--- config.mk ---
export PLATFORM = sky130hd
export DESIGN_NAME = ghost_steer
export DESIGN_NICKNAME = d
export VERILOG_FILES = /design/src/rtl/ghost_steer.sv
export SDC_FILE = /design/constraint.sdc
export NUM_CORES = 1
export LEC_CHECK = 0
export ABC_AREA = 0
export ABC_CLOCK_PERIOD_IN_PS = 4400
export CAP_MARGIN = 20
export CORE_ASPECT_RATIO = 1.4
export CORE_MARGIN = 2
export CORE_UTILIZATION = 48
export DETAILED_ROUTE_END_ITERATION = 8
export PLACE_DENSITY = 0.76
export SLEW_MARGIN = 20
export SYNTH_ARGS = -nofsm -noshare
export SYNTH_HDL_FRONTEND = slang
export SYNTH_SLANG_ARGS = --single-unit
--- constraint.sdc ---
create_clock -name i_clk -period 4.4 [get_ports i_clk]
set_input_delay 0.88 -clock i_clk [delete_from_list [all_inputs] [get_ports i_clk]]
set_output_delay 0.88 -clock i_clk [all_outputs]
set_load 0.05 [all_outputs]
--- src/rtl/ghost_steer.sv ---
// Ghost motion steering: turns relative move codes into tile moves, probing a
// 1-cycle-latency wall map and falling back through a fixed candidate order.
module ghost_steer #(
  parameter int MAP_W      = 20,
  parameter int MAP_H      = 15,
  parameter int X_W        = 5,
  parameter int Y_W        = 4,
  parameter int START_X    = 9,
  parameter int START_Y    = 7,
  parameter int START_HEAD = 0
) (
  input  logic           i_clk,
  input  logic           i_rst_n,
  input  logic           i_step,
  input  logic [3:0]     i_move,
  output logic [X_W-1:0] o_query_x,
  output logic [Y_W-1:0] o_query_y,
  output logic           o_query_valid,
  input  logic           i_wall,
  output logic [X_W-1:0] o_x,
  output logic [Y_W-1:0] o_y,
  output logic [1:0]     o_heading,
  output logic           o_busy,
  output logic           o_moved,
  output logic           o_stuck
);

  typedef enum logic [1:0] {S_IDLE, S_QUERY, S_WAIT} state_t;

  state_t         state, state_n;
  logic [1:0]     turn_q, turn_n;
  logic [1:0]     idx_q, idx_n;
  logic [1:0]     qhead_q;
  logic           load_q, do_move, moved_n, stuck_n;
  logic [1:0]     cand_head;
  logic           cand_ok;
  logic [X_W-1:0] cand_x;
  logic [Y_W-1:0] cand_y;

  // Turns are heading offsets: 0 straight, 1 right, 3 left, 2 reverse.
  function automatic logic [1:0] decode_move(input logic [3:0] mv);
    case (mv)
      4'd1:    return 2'd3;
      4'd3:    return 2'd1;
      default: return 2'd0;
    endcase
  endfunction

  function automatic logic [1:0] cand_offset(input logic [1:0] turn, input logic [1:0] idx);
    case (idx)
      2'd0:    return turn;
      2'd1:    return (turn == 2'd0) ? 2'd1 : 2'd0;
      2'd2:    return (turn == 2'd3) ? 2'd1 : 2'd3;
      default: return 2'd2;
    endcase
  endfunction

  always_comb begin
    state_n = state;
    turn_n  = turn_q;
    idx_n   = idx_q;
    load_q  = 1'b0;
    do_move = 1'b0;
    moved_n = 1'b0;
    stuck_n = 1'b0;
    case (state)
      S_IDLE: begin
        if (i_step) begin
          turn_n  = decode_move(i_move);
          idx_n   = 2'd0;
          load_q  = 1'b1;
          state_n = S_QUERY;
        end
      end
      S_QUERY: begin
        // o_query_valid doubles as the "current candidate is in range" flag.
        if (o_query_valid) begin
          state_n = S_WAIT;
        end else if (idx_q == 2'd3) begin
          stuck_n = 1'b1;
          state_n = S_IDLE;
        end else begin
          idx_n  = idx_q + 2'd1;
          load_q = 1'b1;
        end
      end
      S_WAIT: begin
        if (!i_wall) begin
          do_move = 1'b1;
          moved_n = 1'b1;
          state_n = S_IDLE;
        end else if (idx_q == 2'd3) begin
          stuck_n = 1'b1;
          state_n = S_IDLE;
        end else begin
          idx_n   = idx_q + 2'd1;
          load_q  = 1'b1;
          state_n = S_QUERY;
        end
      end
      default: state_n = S_IDLE;
    endcase
  end

  // Target of the candidate about to be presented, so the query is registered.
  always_comb begin
    cand_head = o_heading + cand_offset(turn_n, idx_n);
    cand_ok   = 1'b1;
    cand_x    = o_x;
    cand_y    = o_y;
    case (cand_head)
      2'd0: begin
        cand_ok = (o_y != '0);
        cand_y  = o_y - Y_W'(1);
      end
      2'd1: cand_x = (o_x == X_W'(MAP_W - 1)) ? '0 : o_x + X_W'(1);
      2'd2: begin
        cand_ok = (o_y != Y_W'(MAP_H - 1));
        cand_y  = o_y + Y_W'(1);
      end
      default: cand_x = (o_x == '0) ? X_W'(MAP_W - 1) : o_x - X_W'(1);
    endcase
  end

  always_ff @(posedge i_clk or negedge i_rst_n) begin
    if (!i_rst_n) begin
      state         <= S_IDLE;
      turn_q        <= '0;
      idx_q         <= '0;
      qhead_q       <= '0;
      o_query_x     <= '0;
      o_query_y     <= '0;
      o_query_valid <= 1'b0;
      o_x           <= X_W'(START_X);
      o_y           <= Y_W'(START_Y);
      o_heading     <= 2'(START_HEAD);
      o_moved       <= 1'b0;
      o_stuck       <= 1'b0;
    end else begin
      state         <= state_n;
      turn_q        <= turn_n;
      idx_q         <= idx_n;
      o_moved       <= moved_n;
      o_stuck       <= stuck_n;
      o_query_valid <= load_q && cand_ok;
      if (load_q) begin
        qhead_q <= cand_head;
        if (cand_ok) begin
          o_query_x <= cand_x;
          o_query_y <= cand_y;
        end
      end
      if (do_move) begin
        o_x       <= o_query_x;
        o_y       <= o_query_y;
        o_heading <= qhead_q;
      end
    end
  end

  assign o_busy = (state != S_IDLE);

endmodule

==> impl_metrics.tcl, run 1 <==
set metrics [dict create \
    synth_edf_count 0 \
    wirelength_um 4120 \
    fp.coreArea_um2 3990 \
    clockBufferDepth 2 \
    avgSynthCellArea_um2 11.0 \
    rows 27 \
    grt_overflow 0 \
    yosys_warnings 0 \
    syn_to_final_growth_pct 27.2 \
    required_ns 4.57 \
    synth.most_common_cell "dfrtp_1" \
    final-max-slew-violation-count 0 \
    hpwl_um 2970 \
    clock-sinks 31 \
    rr_startpoint "state[0]$_DFFE_PN0P_" \
    synthDistinctLibCells 49 \
    maxClockFrequency_ghz 0.240 \
    drt_iter0_drc 97 \
    fin_crit_ns 4.16 \
    netlist_top_cells_count "26 x dfrtp_1, 14 x nand2_1, 13 x inv_1, 11 x mux2_2, 10 x mux2i_1" \
    antenna_found_initial 0 \
    grt_pass1_wl_um 7080 \
    dieWidth_um 58.6 \
    cts_buffers 5 \
    synth_flop_cell "dfrtp_1" \
    grt_pass1_vias 1486 \
    start_util 0.502 \
    cts_tree "done" \
    die_area_um2 4710 \
    endpoint_kind "flip-flop" \
    synth-seq-area-share 0.391 \
    min_to "qhead_q[0]$_DFFE_PN0P_" \
    portBuffers 31 \
    nFillCells 336 \
    clock_latency_ns 0.28 \
    whs_ns 0.504 \
    cts_max_level 2 \
    hold_viol 0 \
    worst_clock_skew_ns 0.00321 \
    io_pins 32 \
    maxCapViolCount 0 \
    synth_seq_cells 31 \
    clk_pin_slew_ns 0.06 \
    crit_fanout 3 \
    holdPathStages 1 \
    ant_nets 0 \
    synth_area_leaders "dfrtp_1 33%, mux2_4 6.8%, dfstp_2 6.6%" \
    viasPerCell 5.58 \
    layout.nets 249 \
    wl_per_cell_um 15.0 \
    synthCells 182 \
    layout-drive-gt1-share 0.228 \
    tightest_slew_ns 0.508 \
    route.vias.total 1534 \
    worstRegToRegCells 18 \
    crit_arrival_ns 4.33 \
    hp-class "reg2reg" \
    synth_fp_nets 200 \
    die_h_um 80.4 \
    worstSetupPathType "in2reg" \
    cts-root-buf "clkbuf_8" \
    grt_max_degree 32 \
    r2r_end "o_query_y[3]$_DFFE_PN0P_" \
    antenna_cells 0 \
    holdBufCountCts 0 \
    min_from "qhead_q[0]$_DFFE_PN0P_" \
    synth_area_um2 2000 \
    cts_resized 0 \
    gp_congestion 0.809 \
    async_reset_ff_frac 1.00 \
    violations "design-rule violations" \
    post-route-period-util 0.945 \
    rsz0062_at_grt "false" \
    max-slew-margin-rel 0.660 \
    yosysTopAreaCell "dfrtp_1" \
    status "finished with violations" \
    reg2reg_slack_ns 0.44 \
    cp-start-kind "input pin" \
    dr.pass1.iters 6 \
    track_usage 0.200 \
    synth.top_cell.area_share 0.325 \
    drc 1 \
    postCtsSetupRepairBufs 0 \
    setup_violations 0 \
]
[worst max-delay path, stage by stage]
cell             delay, ns
clkdlybuf4s50_1       0.54
nor2b_4               0.05
o41a_1                0.38
or2_2                 0.32
nand2_1               0.07
mux2i_1               0.07
ha_1                  0.23
xnor2_2               0.28
xnor2_4               0.16
nand2_1               0.11
ha_1                  0.28
a21o_1                0.16
a21oi_1               0.16
xnor3_1               0.22
nand2_1               0.09
xnor2_1               0.06
mux2_4                0.26
[stage by stage]
step	area (µm²)	utilization	instances	setup WS, ns	TNS [ns]
final	2550	0.639	275	0.241	0
after global placement	2460	0.618	267	0.0382	0
after global routing	2550	0.639	275	0.0293	0
after detailed placement	2460	0.618	267	-0.0627	-0.0627
after floorplan	2000	-	182	0.200	0
after CTS	2550	0.639	275	0.226	0
[sequential cells by signal, summed over array words and instances, names as in the netlist]
register	cells
o_query_x	5
o_x	5
o_query_y	4
o_y	4
idx_q	2
o_heading	2
qhead_q	2
state	2
turn_q	2
o_moved	1
o_query_valid	1
o_stuck	1
[cell usage in the layout (no fill, tap or decap), types with 2 or more instances in the layout]
master,instances
dfrtp_1,26
nand2_1,14
o41ai_1,2
inv_1,13
mux2_4,9
o21ai_0,8
xnor2_1,3
nand4_1,3
nor3_1,4
clkbuf_1,2
xnor3_1,2
mux2i_1,10
clkdlybuf4s50_1,31
dfstp_2,5
nand3_1,8
nor2_1,8
a21oi_1,7
clkbuf_8,5
buf_4,15
mux2_2,11
nor4_1,2
ha_1,9
a211oi_1,3
and2_1,3
[cells by family after synthesis]
logic type,share of synthesized area
muxes,0.191
AOI/OAI and AO/OA,0.114
DFF,0.391
buffers and inverters,0.0413
xor gates and xnor gates,0.0619
and+or+nand+nor,0.136
adders and majority gates,0.0663
[layout make-up]
| cell class | count | area, µm² | share of cell area |
|---|---|---|---|
| clock buffer | 7 | 76.3 | 0.0300 |
| clock inverter | 1 | 5.00 | 0.00197 |
| inverter | 13 | 48.8 | 0.0192 |
| multi-input combinational | 133 | 1140 | 0.447 |
| sequential | 31 | 782 | 0.307 |
| tap | 43 | 53.8 | 0.0211 |
| timing repair buffer | 47 | 443 | 0.174 |
[how the worst max path moves through the flow]
stage               startpoint                       end  slack, ns  cells past startpoint
floorplan               i_wall  o_query_y[3]$_DFFE_PN0P_       0.20                     17
global placement        i_wall  o_query_y[3]$_DFFE_PN0P_       0.04                     17
detailed placement      i_wall  o_query_y[3]$_DFFE_PN0P_      -0.06                     17
CTS                     i_wall  o_query_y[3]$_DFFE_PN0P_       0.23                     17
global route            i_step  o_query_y[3]$_DFFE_PN0P_       0.03                     18
finish                  i_wall  o_query_y[3]$_DFFE_PN0P_       0.24                     17
[layer usage]
| metal | up-vias | GRT usage | wire length (µm) |
|---|---|---|---|
| met5 | - | 0 | 0 |
| met4 | 0 | 0.0727 | 65 |
| met3 | 7 | 0.0467 | 180 |
| met1 | 734 | 0.245 | 1750 |
| met2 | 36 | 0.337 | 2120 |
| li1 | 757 | - | - |
Power of run 1 is not shown: default switching activity piles up to over one toggle a cycle in this logic, so the estimate is an artifact.
==> inputs of run 2 (changes only) <==
Settings changed: CORE_UTILIZATION 48 to 26, HOLD_SLACK_MARGIN set to 0.03, PLACE_DENSITY 0.76 to 0.46.
==> run 2 against run 1 <==
  * The flow now finishes without violations
  * Fmax grew 1.6%
  * Global-route usage shrank 7.9 points
  * Count of clock-buffer cells in the layout is the same
  * Setup slack gained 0.066 ns
  * Sequential share of layout area shrank 0.96 points
  * Cell area grew 3.2%
  * Wire length grew 15%
==> impl_metrics.tcl, run 2 (synthesis gave the netlist of run 1 again) <==
set metrics [dict create \
    hold_viol 0 \
    postCtsSetupRepairBufs 0 \
    post-route-period-util 0.930 \
    antenna_found_initial 0 \
    required_ns 4.57 \
    wirelength_um 4740 \
    final_core_util 0.355 \
    crit_path_start "i_wall" \
    rows 37 \
    nFillCells 757 \
    met1Wirelength_um 2020 \
    dieWidth_um 78.2 \
    drt_iter0_drc 35 \
    grt_overflow 0 \
    antenna_cells 0 \
    gp_congestion 0.804 \
    track_usage 0.120 \
    start_util 0.270 \
    wl_per_cell_um 14.3 \
    topRoutingLayerUsed "met4" \
    met2_length_um 2500 \
    clock_latency_ns 0.28 \
    dpl.cell_count 323 \
    portBuffers 31 \
    cts-root-buf "clkbuf_8" \
    cts_tree "done" \
    clk_pin_slew_ns 0.07 \
    tns_ns 0 \
    rr_startpoint "state[0]$_DFFE_PN0P_" \
    cts_resized 0 \
    crit_arrival_ns 4.26 \
    multi_input_area_um2 1140 \
    final-max-slew-violation-count 0 \
    clock-sinks 31 \
    worstSetupPathType "in2reg" \
    die_h_um 108 \
    maxCapViolCount 0 \
    setup_ws_ns 0.307 \
    syn_to_final_growth_pct 31.3 \
    cp-start-kind "input pin" \
    setup_violations 0 \
    grt_pass1_wl_um 7850 \
    layout.nets 251 \
    clockBufferDepth 2 \
    cts_buffers 5 \
    route.vias.total 1557 \
    max-slew-margin-rel 0.666 \
    ant_nets 0 \
    endpoint_kind "flip-flop" \
    holdBufCountCts 0 \
    rsz0062_at_grt "false" \
    hp-class "reg2reg" \
    cts_max_level 2 \
    grt_max_degree 32 \
    maxClockFrequency_ghz 0.244 \
    dr_wl_met3_um 136 \
    hpwl_um 3450 \
    tightest_slew_ns 0.500 \
    min_from "qhead_q[0]$_DFFE_PN0P_" \
    drc 0 \
    pre_cts_slack_ns 0.00131 \
    die_area_um2 8430 \
    fp.coreArea_um2 7410 \
    dr.pass1.iters 4 \
    final_common_cell "clkdlybuf4s50_1" \
    viasPerCell 4.70 \
    layout_common_cells "31 x clkdlybuf4s50_1, 26 x dfrtp_1, 17 x buf_4" \
    grt_pass1_vias 1617 \
    status "finished clean" \
    reg_top3 "o_query_x: 5 flops, o_x: 5 flops" \
    fin_cells 331 \
    fin_crit_ns 4.09 \
    layout-drive-gt1-share 0.235 \
    io_pins 32 \
    crit_fanout 3 \
    regArea_um2 782 \
    worst_clock_skew_ns 0.00455 \
]
## run 2: layout make-up
type / instances / share of cell area
repair buffers: 49 / 0.174
clock inverters: 1 / 0.00190
multi-input cells: 133 / 0.433
well taps: 97 / 0.0462
inverters: 13 / 0.0186
flip-flops and latches: 31 / 0.297
clock buffers: 7 / 0.0290
## run 2: layer usage
layer / up-vias / GRT usage
met2: 35 / 0.214
met4: 0 / 0.0501
met5: - / 0
met1: 757 / 0.141
li1: 759 / -
met3: 6 / 0.0227
## run 2: worst paths after layout
check	cells after the start	slack, ns	to
max in group asynchronous	2	3.06	o_y[0]$_DFFE_PN1P_
hold / removal	1	0.50	qhead_q[0]$_DFFE_PN0P_
hold reg to reg	1	0.50	qhead_q[0]$_DFFE_PN0P_
setup / recovery	17	0.31	o_query_y[3]$_DFFE_PN0P_
setup reg to reg	18	0.55	o_query_y[3]$_DFFE_PN0P_
min in group asynchronous	2	1.01	o_query_x[0]$_DFFE_PN0P_
## run 2: per-stage QoR
stage	hold slack (ns)	cell area [µm²]
3_3_place_gp	0.486	2550
5_1_grt	0.518	2630
4_1_cts	0.507	2630
2_1_floorplan	0.470	2000
3_5_place_dp	0.491	2550
6_report	0.502	2630
## run 2: worst max-delay path, stage by stage
cell and delay [ns]:
clkdlybuf4s50_1 0.53, nor2b_4 0.06, o41a_1 0.38, or2_2 0.32
nand2_1 0.07, mux2i_1 0.06, ha_1 0.22, xnor2_2 0.28
xnor2_4 0.16, nand2_1 0.09, buf_4 0.14, ha_1 0.28
a21oi_1 0.15, xnor3_1 0.22, nand2_1 0.09, xnor2_1 0.06
mux2_4 0.25
Power of run 2 is left out for the same reason.
==> inputs of run 3 (changes only) <==
--- a/config.mk
+++ b/config.mk
@@ -12,4 +12,5 @@
 export CORE_MARGIN = 2
 export CORE_UTILIZATION = 26
+export CTS_CLUSTER_SIZE = 28
 export DETAILED_ROUTE_END_ITERATION = 8
 export HOLD_SLACK_MARGIN = 0.03
==> constraint.sdc (replaced) <==
create_clock -name i_clk -period 4.4 [get_ports i_clk]
set_input_delay 1.1 -clock i_clk [delete_from_list [all_inputs] [get_ports i_clk]]
set_output_delay 1.1 -clock i_clk [all_outputs]
set_load 0.05 [all_outputs]
==> run 3 against run 2 <==
  * Non-clock buffer count grew 6
  * Clock skew up 0.0012 ns
  * Setup slack worse by 0.030 ns
  * Count of clock-buffer cells in the layout increased by 1
  * Critical path type unchanged
  * Utilization is 1.5 points higher
  * Wire length up 5.3%
  * Largest cell class unchanged
==> impl_metrics.tcl, run 3 (synthesis gave the netlist of run 1 again) <==
set metrics [dict create \
    grt_overflow 0 \
    crit_path_start "i_step" \
    grt_pass1_wl_um 8230 \
    cts_tree "done" \
    max-slew-margin-rel 0.666 \
    ant_nets 0 \
    fin_crit_ns 4.12 \
    tns_ns 0 \
    holdBufCountCts 0 \
    die_area_um2 8430 \
    worstRegToRegCells 17 \
    hpwl_um 3620 \
    setup_violations 0 \
    cts-root-buf "clkbuf_8" \
    tightest_slew_ns 0.499 \
    rsz0062_at_grt "false" \
    r2r_end "o_query_y[3]$_DFFE_PN0P_" \
    cts_buffers 5 \
    antenna_cells 0 \
    endpoint_kind "flip-flop" \
    min_from "qhead_q[0]$_DFFE_PN0P_" \
    clock_latency_ns 0.28 \
    reg2reg_slack_ns 0.64 \
    post-route-period-util 0.937 \
    io_pins 32 \
    dieWidth_um 78.2 \
    drc 0 \
    viasPerCell 4.76 \
    required_ns 4.57 \
    gp_congestion 0.815 \
    status "finished clean" \
    hp-class "reg2reg" \
    rr_startpoint "state[0]$_DFFE_PN0P_" \
    syn_to_final_growth_pct 37.0 \
    drt_iter0_drc 48 \
    cts_max_level 2 \
    nFillCells 753 \
    clockBufferDepth 2 \
    maxClockFrequency_ghz 0.243 \
    cp-start-kind "input pin" \
    crit_arrival_ns 4.29 \
    hold_viol 0 \
    crit_fanout 2 \
    start_util 0.270 \
    die_h_um 108 \
    worst_clock_skew_ns 0.00570 \
    grt_max_degree 32 \
    rows 37 \
    track_usage 0.127 \
    dr.pass1.iters 5 \
    clock-sinks 31 \
    layout_common_cells "30 x clkdlybuf4s50_1, 26 x dfrtp_1, 23 x buf_4" \
    wl_per_cell_um 14.8 \
    final-max-slew-violation-count 0 \
    fp.coreArea_um2 7410 \
    grt_pass1_vias 1655 \
    wirelength_um 4990 \
    route.vias.total 1604 \
    layout.nets 257 \
    reg_top3 "o_query_x: 5 flops, o_x: 5 flops" \
    final_common_cell "clkdlybuf4s50_1" \
    maxCapViolCount 0 \
    antenna_found_initial 0 \
    layout-drive-gt1-share 0.279 \
    worstSetupPathType "in2reg" \
    clk_pin_slew_ns 0.07 \
    portBuffers 31 \
    setup.worst_path.end "o_query_y[3]$_DFFE_PN0P_" \
]
-- run 3: cell type report --
class / instances / area (µm²) / area share
clock buffers: 8 / 100 / 0.0365
inverters: 13 / 48.8 / 0.0178
multi-input cells: 133 / 1180 / 0.432
flip-flops and latches: 31 / 782 / 0.285
well taps: 97 / 121 / 0.0443
repair buffers: 55 / 505 / 0.184
-- run 3: routing by layer --
metal,wire (µm),part of all wire,global-route usage,vias up
li1,-,-,-,770
met1,2070,0.41,0.147,795
met2,2650,0.53,0.227,33
met3,157,0.031,0.0227,6
met4,112,0.022,0.0564,0
met5,0,0,0,-
-- run 3: worst min path at each step --
stage	slack (ns)	cells after the start	to
CTS	0.51	1	qhead_q[0]$_DFFE_PN0P_
global route	0.53	1	qhead_q[1]$_DFFE_PN0P_
detailed placement	0.49	1	qhead_q[0]$_DFFE_PN0P_
finish	0.51	1	qhead_q[0]$_DFFE_PN0P_
global placement	0.48	1	o_heading[0]$_DFFE_PN0P_
floorplan	0.47	2	turn_q[0]$_DFF_PN0_
-- run 3: worst max-delay path, stage by stage --
cell,delay (ns)
clkdlybuf4s50_1,0.48
nor2b_1,0.06
buf_4,0.14
o41ai_4,0.22
and2_1,0.20
nand2_1,0.07
mux2i_1,0.12
ha_2,0.22
xnor2_4,0.24
xnor2_4,0.14
nand2_1,0.09
buf_4,0.14
ha_1,0.29
a21oi_2,0.15
xnor3_1,0.22
nand2_1,0.09
xnor2_1,0.06
mux2_4,0.25
-- run 3: stage by stage --
| stage | cell area, µm² | hold WS [ns] | setup slack, ns | util | cells |
|---|---|---|---|---|---|
| floorplan | 2010 | 0.470 | 0.0812 | - | 182 |
| global route | 2740 | 0.529 | 0.00731 | 0.370 | 337 |
| global placement | 2590 | 0.485 | -0.173 | 0.349 | 327 |
| finish | 2740 | 0.507 | 0.278 | 0.370 | 337 |
| CTS | 2690 | 0.507 | 0.0526 | 0.363 | 335 |
| detailed placement | 2590 | 0.492 | -0.246 | 0.349 | 327 |
-- run 3: repair_timing --
item / CTS / global route
setup buffers: 0 / 2
endpoints found under the setup margin: 0 / 2
resized for setup: 0 / 8
Power of run 3 is left out for the same reason.
==> variant 1: new RTL, flow settings as in run 3 <==
Change the parameter `X_W` from 5 to 10.
--- a/src/rtl/ghost_steer.sv
+++ b/src/rtl/ghost_steer.sv
@@ -3,7 +3,7 @@
 module ghost_steer #(
   parameter int MAP_W      = 20,
   parameter int MAP_H      = 15,
-  parameter int X_W        = 5,
+  parameter int X_W        = 10,
   parameter int Y_W        = 4,
   parameter int START_X    = 9,
   parameter int START_Y    = 7,
Interface: changed (resized o_query_x and o_x); port bits go from 32 to 42. No check against the original RTL was run, so the function may have changed too.
==> variant 1 against run 3 <==
- setup slack worse by 0.018 ns
- routed wire length increased by 56%
- register-to-register slack got worse by 0.04 ns
- final area grew 32%
- maximum frequency shrank 0.44%
- critical path type unchanged
- area after synthesis grew 34%
- utilization decreased by 0.83 points
- clock skew is 0.0014 ns lower
- largest cell class unchanged
- sequential cell count increased by 10
- non-clock buffer count increased by 23
Power is not shown: default switching activity piles up to over one toggle a cycle in this logic, so the estimate is an artifact.
==> variant 1: results (changes against run 3) <==
Run status = finished, final reports clean
Largest net degree at the start of global routing = 42 (+31%)
Largest registers = o_query_x (10), o_x (10)
Arr. time, crit path = 4.34 ns (+0.05 ns)
Syn Inst Count = 284 (+56%)
Worst R2R Setup Slack = 0.60 ns (-0.04 ns)
Rel. slew slack = 38.2% (-28 points)
Distinct cells, synth = 59 (+20%)
First-pass GRT wire length = 12.8 mm (+56%)
Pre-CTS setup slack = -0.212 ns (+0.0334 ns)
Worst flop-to-flop path endpoint = o_query_y[3]$_DFFE_PN0P_
Buffering overhead = 18.9% (+0.50 points)
Vias per cell = 5.00 (+5.0%)
Hold WC Path Type = reg -> reg
Finished Cell Area = 3620 sq um (+32%)
Multi-input combinational area share = 42.5% (-0.75 points)
Fillcell total = 1071 (+42%)
Via Count = 2435 (+52%)
DR iter-0 viols = 81 (+69%)
Antenna violation net count after detailed routing = 0 (unchanged)
Non-CTS buffers = 78 (+42%)
Routed wire per std cell = 16.0 microns (+7.8%)
Syn nets = 303 (+52%)
Clk Tree Root Cell = clkbuf_16
Post-synth top cells = dfrtp_1 (36), nand2_1 (30), mux2_2 (17), o21ai_0 (17), nor2_1 (16)
Multi-input gate count = 210 (+58%)
Worst r2r src = state[1]$_DFFE_PN0P_
Hold WS = 0.504 ns (-0.00326 ns)
CLK BUF = 6 (-2)
Port bufs = 41 (+32%)
Layout cells sized above 1 = 25.0% (-2.9 points)
DPL Wire Length = 5.72 mm (+58%)
Largest cells by area after synthesis = dfrtp_1 (34%), mux2_2 (7.1%), dfstp_2 (4.9%)
DR pass1 iterations = 4 (-1)
DP Area = 3460 sq um (+33%)
Clock sinks = 41 (+32%)
Layout Nets = 370 (+44%)
Initial antenna violation count = 0 (unchanged)
Sequential area share after synthesis = 38.5% (-0.60 points)
GPL Wtd Cong = 0.829 (+1.6%)
R2R cell count = 18 (+1)
Seq. cell area = 1030 sq um (+32%)
Placed Instances = 477 (+46%)
Max-cap viol count = 0 (unchanged)
All-Layer GR Usage = 14.3% (+1.6 points)
Skew final = 0.00430 ns (-0.00141 ns)
Max incr delay on CP = 0.45 ns (-0.03 ns)
Vias in the first global route = 2452 (+48%)
Top delay family on crit path = simple AND/OR/NAND/NOR gates
Inverters = 15 (+2)
Clk cell area share = 3.83% (+0.18 points)
==> variant 1: cell types whose count changed in the layout (fill, tap and decap cells not counted), sizes merged, moves of 5 or more <==
cell	before	now
a21oi	7	13
a31oi	0	15
buf	24	38
clkdlybuf4s50	30	39
dfrtp	26	36
mux2i	11	3
nand2	14	30
nor2	8	16
nor4	2	8
o21ai	8	18
o31ai	1	7
or4	0	5
==> variant 1: layer usage <==
| metal | share of wire (%) | routed length, microns | track usage [%] |
|---|---|---|---|
| met1 | 42 | 3270 | 16.6 |
| met2 | 53 | 4110 | 26.1 |
| met3 | 2.8 | 214 | 2.36 |
| met4 | 2.4 | 186 | 5.43 |
| met5 | 0 | 0 | 0 |
==> variant 1: how the worst max path moves through the flow <==
stage,from,endpoint,cells after the start,slack [ns]
2_1_floorplan,i_step,o_query_y[3]$_DFFE_PN0P_,17,0.02
3_3_place_gp,i_step,o_query_y[3]$_DFFE_PN0P_,17,-0.20
3_5_place_dp,i_step,o_query_y[3]$_DFFE_PN0P_,17,-0.21
4_1_cts,i_step,o_query_y[3]$_DFFE_PN0P_,17,0.04
5_1_grt,i_move[0],o_query_y[3]$_DFFE_PN0P_,17,-0.006
6_report,i_move[0],o_query_y[3]$_DFFE_PN0P_,17,0.26
==> variant 1: timing repair <==
action | 4_1_cts | 5_1_grt
buffers inserted | 0 | 2
gates resized for setup | 0 | 4
endpoints found under the setup margin | 0 | 2
==> variant 1: cell families after synthesis <==
kind of cell | Yosys count | share of synthesized area (%)
xor+xnor | 7 | 2.80
fa+ha+maj | 11 | 5.41
simple gates | 91 | 18.4
flops | 41 | 38.5
mux | 22 | 9.37
buf+inv | 33 | 5.36
compound gates | 79 | 20.2
==> variant 2: new RTL, config.mk and constraints of run 3 <==
Without the edit above. Encoding of `state_t`: now one-hot (3 bits for 3 states).
--- a/src/rtl/ghost_steer.sv
+++ b/src/rtl/ghost_steer.sv
@@ -25,7 +25,7 @@
   output logic           o_stuck
 );
 
-  typedef enum logic [1:0] {S_IDLE, S_QUERY, S_WAIT} state_t;
+  typedef enum logic [2:0] {S_IDLE = 3'b001, S_QUERY = 3'b010, S_WAIT = 3'b100} state_t;
 
   state_t         state, state_n;
   logic [1:0]     turn_q, turn_n;
Formal check against the unedited RTL: same outputs for any inputs over 10 cycles, from zero or initial values and one cycle with i_rst_n low; not proved beyond that.
==> variant 2 against run 3 <==
- final area is 5.0% lower
- via count is 2.1% higher
- routed wire length is 2.9% lower
- setup slack worse by 0.10 ns
- maximum frequency is 2.4% lower
- critical endpoint unchanged
- highest routed layer unchanged
- area after synthesis is 1.3% lower
- critical path type unchanged
- sequential cell count is 1 higher
==> variant 2: results (changes against run 3) <==
Adder-Cell Fraction of Synth Area = 4.18% (-2.4 points)
Crit Path Max Fanout = 5 (+3)
Worst Hold End = o_heading[1]$_DFFE_PN0P_
Seq Cell Count = 32 (+3.2%)
Run status = finished, final reports clean
Distinct cells, synth = 48 (-2.0%)
DPL Wire Length = 3.50 mm (-3.4%)
Post-Layout Cell Count = 346 (+2.7%)
Skew final = 0.00535 ns (-0.000355 ns)
Rel. slew slack = 61.4% (-5.3 points)
Syn nets = 215 (+7.5%)
Top delay family on crit path = simple AND/OR/NAND/NOR gates
Worst R2R Setup Slack = 0.91 ns (+0.27 ns)
Largest net degree at the start of global routing = 33 (+3.1%)
Fillcell total = 751 (-0.27%)
Placed Instances = 338 (+3.4%)
HP Start = qhead_q[1]$_DFFE_PN0P_
Layout cells sized above 1 = 21.7% (-6.2 points)
Hold WS = 0.505 ns (-0.00246 ns)
Seq. cell area = 808 sq um (+3.4%)
GPL Wtd Cong = 0.839 (+2.9%)
Seq/total area = 31.0% (+2.5 points)
Post-synthesis mux area share = 11.6% (-7.4 points)
Multi-input gate area = 1090 sq um (-7.7%)
Worst r2r src = state[2]$_DFFE_PN0P_
Post-Synth XOR/XNOR Area = 5.13% (-1.1 points)
Vias in the first global route = 1681 (+1.6%)
Pre-CTS setup slack = -0.191 ns (+0.0549 ns)
Via Count = 1637 (+2.1%)
First-pass GRT wire length = 8.15 mm (-1.0%)
Highest-delay cell along the critical path = or4b_4
Multi-input gate count = 151 (+14%)
DR pass1 iterations = 4 (-1)
Post-synth top cells = dfrtp_1 (26), nand2_1 (19), nor2_1 (18), mux2_2 (14), o21ai_0 (11)
DR iter-0 viols = 28 (-42%)
Post-synthesis compound-gate area fraction = 12.4% (+1.0 points)
Max incr delay on CP = 0.50 ns (+0.02 ns)
DP Area = 2500 sq um (-3.4%)
Fmax = 237 MHz (-2.4%)
-- variant 2: changes by cell type in the layout (fill, tap and decap cells not counted), sizes merged, moves of 3 or more --
cell    change
nor2       +10
buf         -6
mux2        -6
nand2b      +6
mux2i       -5
nand2       +5
a31oi       +4
ha          -4
inv         -4
a21oi       +3
and2        -3
o21ai       +3
-- variant 2: layer usage --
metal	up-vias	global-route usage, %	wire [microns]
li1	810	-	-
met1	790	13.9	2070
met2	30	22.4	2500
met3	7	2.78	185
met4	0	5.99	93
met5	-	0	0
-- variant 2: repair_timing --
action,CTS,global route
buffers inserted,0,0
resized for setup,0,5
setup endpoints to repair,0,2
-- variant 2: power by group through the flow --
stage | clock network (mW) | registers (mW) | logic [mW]
2_1_floorplan | 0 | 0.684 | 0.676
3_3_place_gp | 0 | 0.513 | 1.23
3_5_place_dp | 0 | 0.514 | 1.23
4_1_cts | 0.252 | 0.510 | 1.24
5_1_grt | 0.264 | 0.523 | 1.37
6_report | 0.238 | 0.506 | 1.24
